File: src/rtl/cdb_arbiter_pkg.sv
// Shared definitions for the common-data-bus arbiter: source encodings,
// ROB tag sizing and the round-robin pick helper.
package cdb_arbiter_pkg;

   // ROB holds 2**ROB_SZ_LOG entries; tags carry one extra bit.
   localparam int ROB_SZ_LOG = 4;

   // Source identifiers as they appear on cdb_src and in last_grant.
   localparam logic CDB_SRC_ALU = 1'b0;
   localparam logic CDB_SRC_LSB = 1'b1;

   // Round-robin pick between the two candidates. A lone candidate always
   // wins; on a tie the source that was not granted last wins. The result
   // is only meaningful when at least one candidate is present.
   function automatic logic pick_src(
      input logic alu_v,
      input logic lsb_v,
      input logic last_grant
   );
      logic src;
      src = CDB_SRC_LSB;
      if (alu_v && (!lsb_v || last_grant == CDB_SRC_LSB)) begin
         src = CDB_SRC_ALU;
      end
      return src;
   endfunction

endpackage

File: src/rtl/cdb_fifo.sv
// Small result FIFO used in front of each CDB source. Head is read
// combinationally so the arbiter can compare candidates in the same cycle.
// Pushing into a full FIFO without a simultaneous pop drops the entry.
module cdb_fifo #(
   parameter int WIDTH = 8,
   parameter int DEPTH = 4
) (
   input  logic                     clk,
   input  logic                     rst,
   input  logic                     flush,
   input  logic                     push,
   input  logic                     pop,
   input  logic [WIDTH-1:0]         din,
   output logic [WIDTH-1:0]         dout,
   output logic                     empty,
   output logic [$clog2(DEPTH):0]   count
);

   localparam int PW = $clog2(DEPTH);
   localparam int CW = PW + 1;
   localparam logic [CW-1:0] CAP = CW'(DEPTH);

   logic [WIDTH-1:0] mem [DEPTH];
   logic [PW-1:0]    rd_ptr_reg;
   logic [PW-1:0]    wr_ptr_reg;
   logic [CW-1:0]    count_reg;
   logic             do_pop;
   logic             do_push;

   assign empty   = (count_reg == '0);
   assign count   = count_reg;
   assign dout    = mem[rd_ptr_reg];
   assign do_pop  = pop && !empty;
   // A pop in the same cycle frees the slot the push needs.
   assign do_push = push && ((count_reg != CAP) || do_pop);

   // Pointer and occupancy bookkeeping; flush empties without touching storage.
   always_ff @(posedge clk) begin
      if (rst || flush) begin
         rd_ptr_reg <= '0;
         wr_ptr_reg <= '0;
         count_reg  <= '0;
      end else begin
         if (do_push) begin
            wr_ptr_reg <= wr_ptr_reg + PW'(1);
         end
         if (do_pop) begin
            rd_ptr_reg <= rd_ptr_reg + PW'(1);
         end
         case ({do_push, do_pop})
            2'b10:   count_reg <= count_reg + CW'(1);
            2'b01:   count_reg <= count_reg - CW'(1);
            default: count_reg <= count_reg;
         endcase
      end
   end

   // Entry storage, written at the tail on every accepted push.
   always_ff @(posedge clk) begin
      if (do_push && !flush && !rst) begin
         mem[wr_ptr_reg] <= din;
      end
   end

endmodule

File: src/rtl/cdb_arbiter.sv
// Common-data-bus arbiter: buffers ALU and LSB completions, grants one
// result per cycle onto a registered CDB with round-robin fairness, raises
// backpressure to the producers and drops everything on a flush.
module cdb_arbiter
   import cdb_arbiter_pkg::*;
#(
   parameter int ROB_W     = ROB_SZ_LOG + 1,
   parameter int ALU_DEPTH = 4,
   parameter int LSB_DEPTH = 2
) (
   input  logic             clk,
   input  logic             rst,
   input  logic             rdy,
   input  logic             alu_flg,
   input  logic [ROB_W-1:0] alu_rd,
   input  logic [31:0]      alu_res,
   input  logic [31:0]      alu_res2,
   input  logic             lsb_flg,
   input  logic             lsb_str,
   input  logic [ROB_W-1:0] lsb_rd,
   input  logic [31:0]      lsb_res,
   input  logic             flush,
   output logic             cdb_flg,
   output logic             cdb_src,
   output logic             cdb_str,
   output logic [ROB_W-1:0] cdb_rd,
   output logic [31:0]      cdb_res,
   output logic [31:0]      cdb_res2,
   output logic             alu_full,
   output logic             lsb_full,
   output logic             ovf
);

   localparam int ALU_W  = ROB_W + 64;
   localparam int LSB_W  = 1 + ROB_W + 32;
   localparam int ALU_CW = $clog2(ALU_DEPTH) + 1;
   localparam int LSB_CW = $clog2(LSB_DEPTH) + 1;
   localparam logic [ALU_CW-1:0] ALU_FULL_AT = ALU_CW'(ALU_DEPTH - 1);
   localparam logic [LSB_CW-1:0] LSB_FULL_AT = LSB_CW'(LSB_DEPTH - 1);
   localparam logic [ALU_CW-1:0] ALU_CAP     = ALU_CW'(ALU_DEPTH);
   localparam logic [LSB_CW-1:0] LSB_CAP     = LSB_CW'(LSB_DEPTH);

   // FIFO interface
   logic [ALU_W-1:0]  alu_in, alu_head, alu_cand;
   logic [LSB_W-1:0]  lsb_in, lsb_head, lsb_cand;
   logic              alu_empty, lsb_empty;
   logic [ALU_CW-1:0] alu_count;
   logic [LSB_CW-1:0] lsb_count;
   logic              alu_push, alu_pop, lsb_push, lsb_pop;
   logic              fifo_flush;

   // Arbitration
   logic              active;
   logic              alu_cand_valid, lsb_cand_valid;
   logic              grant_src;
   logic              grant_alu, grant_lsb;
   logic              ovf_hit;

   // Registered state
   logic              last_grant_reg;
   logic              cdb_flg_reg, cdb_src_reg, cdb_str_reg;
   logic [ROB_W-1:0]  cdb_rd_reg;
   logic [31:0]       cdb_res_reg, cdb_res2_reg;
   logic              ovf_reg;

   assign alu_in = {alu_rd, alu_res, alu_res2};
   assign lsb_in = {lsb_str, lsb_rd, lsb_res};

   // rdy low freezes everything, including a pending flush.
   assign active     = rdy && !flush;
   assign fifo_flush = rdy && flush;

   // Queued entries always go first so inputs never overtake them.
   assign alu_cand_valid = !alu_empty || alu_flg;
   assign lsb_cand_valid = !lsb_empty || lsb_flg;
   assign alu_cand       = alu_empty ? alu_in : alu_head;
   assign lsb_cand       = lsb_empty ? lsb_in : lsb_head;

   assign grant_src = pick_src(alu_cand_valid, lsb_cand_valid, last_grant_reg);
   assign grant_alu = active && alu_cand_valid && (grant_src == CDB_SRC_ALU);
   assign grant_lsb = active && lsb_cand_valid && (grant_src == CDB_SRC_LSB);

   // A winning head is popped; a winning bypassed input never enters the FIFO.
   assign alu_pop  = grant_alu && !alu_empty;
   assign lsb_pop  = grant_lsb && !lsb_empty;
   assign alu_push = active && alu_flg && !(grant_alu && alu_empty);
   assign lsb_push = active && lsb_flg && !(grant_lsb && lsb_empty);

   // Same drop condition the FIFO applies internally.
   assign ovf_hit = (alu_push && !alu_pop && (alu_count == ALU_CAP)) ||
                    (lsb_push && !lsb_pop && (lsb_count == LSB_CAP));

   // One slot of slack is kept for the entry already in flight.
   assign alu_full = (alu_count >= ALU_FULL_AT);
   assign lsb_full = (lsb_count >= LSB_FULL_AT);

   cdb_fifo #(
      .WIDTH (ALU_W),
      .DEPTH (ALU_DEPTH)
   ) u_alu_fifo (
      .clk   (clk),
      .rst   (rst),
      .flush (fifo_flush),
      .push  (alu_push),
      .pop   (alu_pop),
      .din   (alu_in),
      .dout  (alu_head),
      .empty (alu_empty),
      .count (alu_count)
   );

   cdb_fifo #(
      .WIDTH (LSB_W),
      .DEPTH (LSB_DEPTH)
   ) u_lsb_fifo (
      .clk   (clk),
      .rst   (rst),
      .flush (fifo_flush),
      .push  (lsb_push),
      .pop   (lsb_pop),
      .din   (lsb_in),
      .dout  (lsb_head),
      .empty (lsb_empty),
      .count (lsb_count)
   );

   // CDB output registers, round-robin state and sticky overflow flag.
   always_ff @(posedge clk) begin
      if (rst) begin
         cdb_flg_reg    <= 1'b0;
         cdb_src_reg    <= 1'b0;
         cdb_str_reg    <= 1'b0;
         cdb_rd_reg     <= '0;
         cdb_res_reg    <= '0;
         cdb_res2_reg   <= '0;
         last_grant_reg <= CDB_SRC_LSB;
         ovf_reg        <= 1'b0;
      end else if (rdy) begin
         if (grant_alu) begin
            cdb_flg_reg  <= 1'b1;
            cdb_src_reg  <= CDB_SRC_ALU;
            cdb_str_reg  <= 1'b0;
            cdb_rd_reg   <= alu_cand[ALU_W-1 -: ROB_W];
            cdb_res_reg  <= alu_cand[63:32];
            cdb_res2_reg <= alu_cand[31:0];
         end else if (grant_lsb) begin
            cdb_flg_reg  <= 1'b1;
            cdb_src_reg  <= CDB_SRC_LSB;
            cdb_str_reg  <= lsb_cand[LSB_W-1];
            cdb_rd_reg   <= lsb_cand[LSB_W-2 -: ROB_W];
            cdb_res_reg  <= lsb_cand[31:0];
            cdb_res2_reg <= '0;
         end else begin
            // Data registers keep stale values; only the valid bit drops.
            cdb_flg_reg  <= 1'b0;
         end
         if (grant_alu || grant_lsb) begin
            last_grant_reg <= grant_src;
         end
         if (ovf_hit) begin
            ovf_reg <= 1'b1;
         end
      end
   end

   assign cdb_flg  = cdb_flg_reg;
   assign cdb_src  = cdb_src_reg;
   assign cdb_str  = cdb_str_reg;
   assign cdb_rd   = cdb_rd_reg;
   assign cdb_res  = cdb_res_reg;
   assign cdb_res2 = cdb_res2_reg;
   assign ovf      = ovf_reg;

endmodule
File: config.mk
export PLATFORM = sky130hd
export DESIGN_NAME = cdb_arbiter
export DESIGN_NICKNAME = d
export VERILOG_FILES = /design/src/rtl/cdb_arbiter_pkg.sv /design/src/rtl/cdb_fifo.sv /design/src/rtl/cdb_arbiter.sv
export SDC_FILE = /design/constraint.sdc
export NUM_CORES = 1
export LEC_CHECK = 0
export BUFFER_PORTS_ARGS = -buffer_cell sky130_fd_sc_hd__buf_2
export CAP_MARGIN = 20
export CORE_MARGIN = 1
export CORE_UTILIZATION = 41
export DETAILED_ROUTE_END_ITERATION = 8
export PLACE_DENSITY = 0.64
export SLEW_MARGIN = 25
export SYNTH_ARGS = -nofsm -noshare
export SYNTH_HDL_FRONTEND = slang
export SYNTH_HIERARCHICAL = 1
export SYNTH_SLANG_ARGS = --single-unit
File: constraint.sdc
create_clock -name clk -period 13 [get_ports clk]
set_input_delay 2.6 -clock clk [delete_from_list [all_inputs] [get_ports clk]]
set_output_delay 2.6 -clock clk [all_outputs]
set_load 0.01 [all_outputs]
==> flow_metrics.tcl <==
set metrics [dict create \
    initialDrtViolationCount 984 \
    synth_cell_types 52 \
    nets 1334 \
    grtUsageTotal 0.192 \
    antenna_found_initial 8 \
    crit_arrival_ps 5730 \
    design.die.area_mm2 0.0438 \
    finClkSkew_ps 11.7 \
    holdWs_ps 468 \
    postCtsHoldBufs 0 \
    vias 10108 \
    gp_congestion 0.743 \
    syn-num-nets 1167 \
    cts_sinks 440 \
    final_area_mm2 0.0206 \
    seq_area_mm2 0.0123 \
    clk_pin_slew_ps 60 \
    synthArstFlopShare 0 \
    regMostFlops "u_alu_fifo/mem" \
    yosysMostFrequentCell "edfxtp_1" \
    max_freq_ghz 0.182 \
    worst_path_max_delay_cell "and2_4" \
    finalSetupTns_ps 0 \
    grt_pass1_vias 10074 \
    fillers 3598 \
    synth-edff-count 352 \
    io_buffers 187 \
    status "complete, no violations" \
    worst_slew_pin_slew_ps 1040 \
    synth.area.top_cells "edfxtp_1, dfxtp_1, mux4_2" \
    clockBufferDepth 3 \
    avgViaCountPerCell 5.64 \
    cts_setup_buffers 0 \
    worst_slack_ps 7500 \
    syn_to_final_growth_pct 16.9 \
    largest_reg_flops 276 \
    multi_input_area_mm2 0.00492 \
    wire_per_inst_um 23.5 \
    path_cells "buf_2, nor2b_4, buf_4, o2111a_2, nor2_1, nor3b_1, and2_4, buf_12" \
    grt_start_max_net_pins 82 \
    die_x_um 209 \
    syn_area_per_cell_um2 16.8 \
    grt_remaining_overflow 0 \
    core_mm2 0.0421 \
    dp.cells 1708 \
    synth_largest_area_cell "edfxtp_1" \
    routed_wl_mm 42.2 \
    place_hpwl_mm 26.0 \
    criticalPathCategory "primary input to flip-flop" \
    cts_tree "built" \
    crit_path_start_kind "primary input" \
    hold_class "flip-flop to flip-flop" \
    ioPinCount 188 \
    die_h_um 209 \
    clk_latency_ps 550 \
    drive_above_1_share 0.349 \
    dpl_cell_area_mm2 0.0191 \
    place_ws_ps 6690 \
    rows 75 \
    setup_viol 0 \
    hold_violations 0 \
    required_ps 13230 \
    drc 0 \
    yosysSeqAreaShare 0.701 \
    ys.warnings.count 6 \
    crit_fanout 53 \
    netlist_top_cells_count "edfxtp_1, dfxtp_1, nor2_1" \
    grt_pass1_wl_mm 63.4 \
    slew_viol_final 0 \
    end_kind "flip-flop" \
    layout_min_cycle_time_ps 5500 \
    synth_area_mm2 0.0176 \
    start_util 0.418 \
    top_regs "u_alu_fifo/mem x276, u_lsb_fifo/mem x76" \
    critical_path.max_stage_delay_ps 640 \
    vdd_drop_max_mv 0.0842 \
    period_share 0.423 \
    drt_first_pass_iters 5 \
    final_cells 1793 \
    root_buffer "clkbuf_16" \
    synth_ff_type "edfxtp_1" \
    ant_nets 0 \
    synth-seq-cells 440 \
    htree_levels 2 \
    drv_cap 0 \
    p_per_area_mw_per_mm2 144 \
    post_cts_resized 0 \
    synth_top_area_frac 0.601 \
    slew_headroom 0.309 \
    cellLeakagePower_nw 6.83 \
    rsz0062_at_grt "false" \
    cts_buffers 44 \
    syn_inst 1048 \
]
## per-layer routing
metal | vias to the layer above | part of all wire | global-route usage
li1 | 4559 | - | -
met3 | 66 | 0.074 | 0.0431
met1 | 5126 | 0.45 | 0.275
met5 | - | 0.0017 | 0
met4 | 12 | 0.022 | 0.0538
met2 | 345 | 0.45 | 0.294
## worst max-delay path: cells and delay by family
| kind | cells | cell delay (ps) |
|---|---|---|
| simple gates | 4 | 1810 |
| buf+inv | 3 | 780 |
| compound gates | 1 | 490 |
## through the flow
stage                util  power (W)
floorplan               -    0.00166
global placement    0.450    0.00173
detailed placement  0.454    0.00174
CTS                 0.488    0.00299
global route        0.488    0.00306
finish              0.488    0.00297
## worst paths after layout
check	slack, ps	end	start	cells past startpoint
worst max register to register	9040	u_alu_fifo/mem[2][28]	u_lsb_fifo/count[0]	8
worst max-delay path	7500	u_alu_fifo/mem[2][28]	rdy	8
worst min-delay path	470	cdb_flg	cdb_flg	2
worst min register to register	470	cdb_flg	cdb_flg	2
## power by group
group,internal (W),leakage (nW),switching (W)
Clock,0.000736,0.714,0.000525
Sequential,0.00154,3.89,0.0000111
Combinational,0.0000573,2.22,0.0000997
Total,0.00233,6.83,0.000636
## cells by family after synthesis
group | Yosys count | synth area share
AOI/OAI and AO/OA | 199 | 0.0828
xor gates and xnor gates | 8 | 0.00398
adders and majority gates | 6 | 0.00469
buffers and inverters | 90 | 0.0236
DFF | 440 | 0.701
muxes | 141 | 0.134
and+or+nand+nor | 164 | 0.0501
## placed cells by master, fill, tap and decap left out, types with 8 or more instances in the layout
cell type / instances
o21ai_0: 35
o221ai_1: 36
a21oi_1: 25
mux2_2: 70
buf_4: 11
mux4_2: 69
a211oi_1: 34
o211ai_1: 15
clkbuf_1: 14
clkinv_2: 10
clkbuf_16: 45
nand3b_1: 24
dfxtp_1: 85
nand2b_1: 20
nor2_1: 80
a311oi_1: 37
buf_2: 186
edfxtp_1: 352
inv_1: 8
## final cells by class
class,count,area share
clock inverters,17,0.00852
diodes,3,0.000365
clock buffers,65,0.0613
flip-flops and latches,440,0.600
multi-input cells,518,0.239
repair buffers,203,0.0562
inverters,8,0.00146
well taps,539,0.0328
No activity file was read; power rests on OpenSTA's default activity.
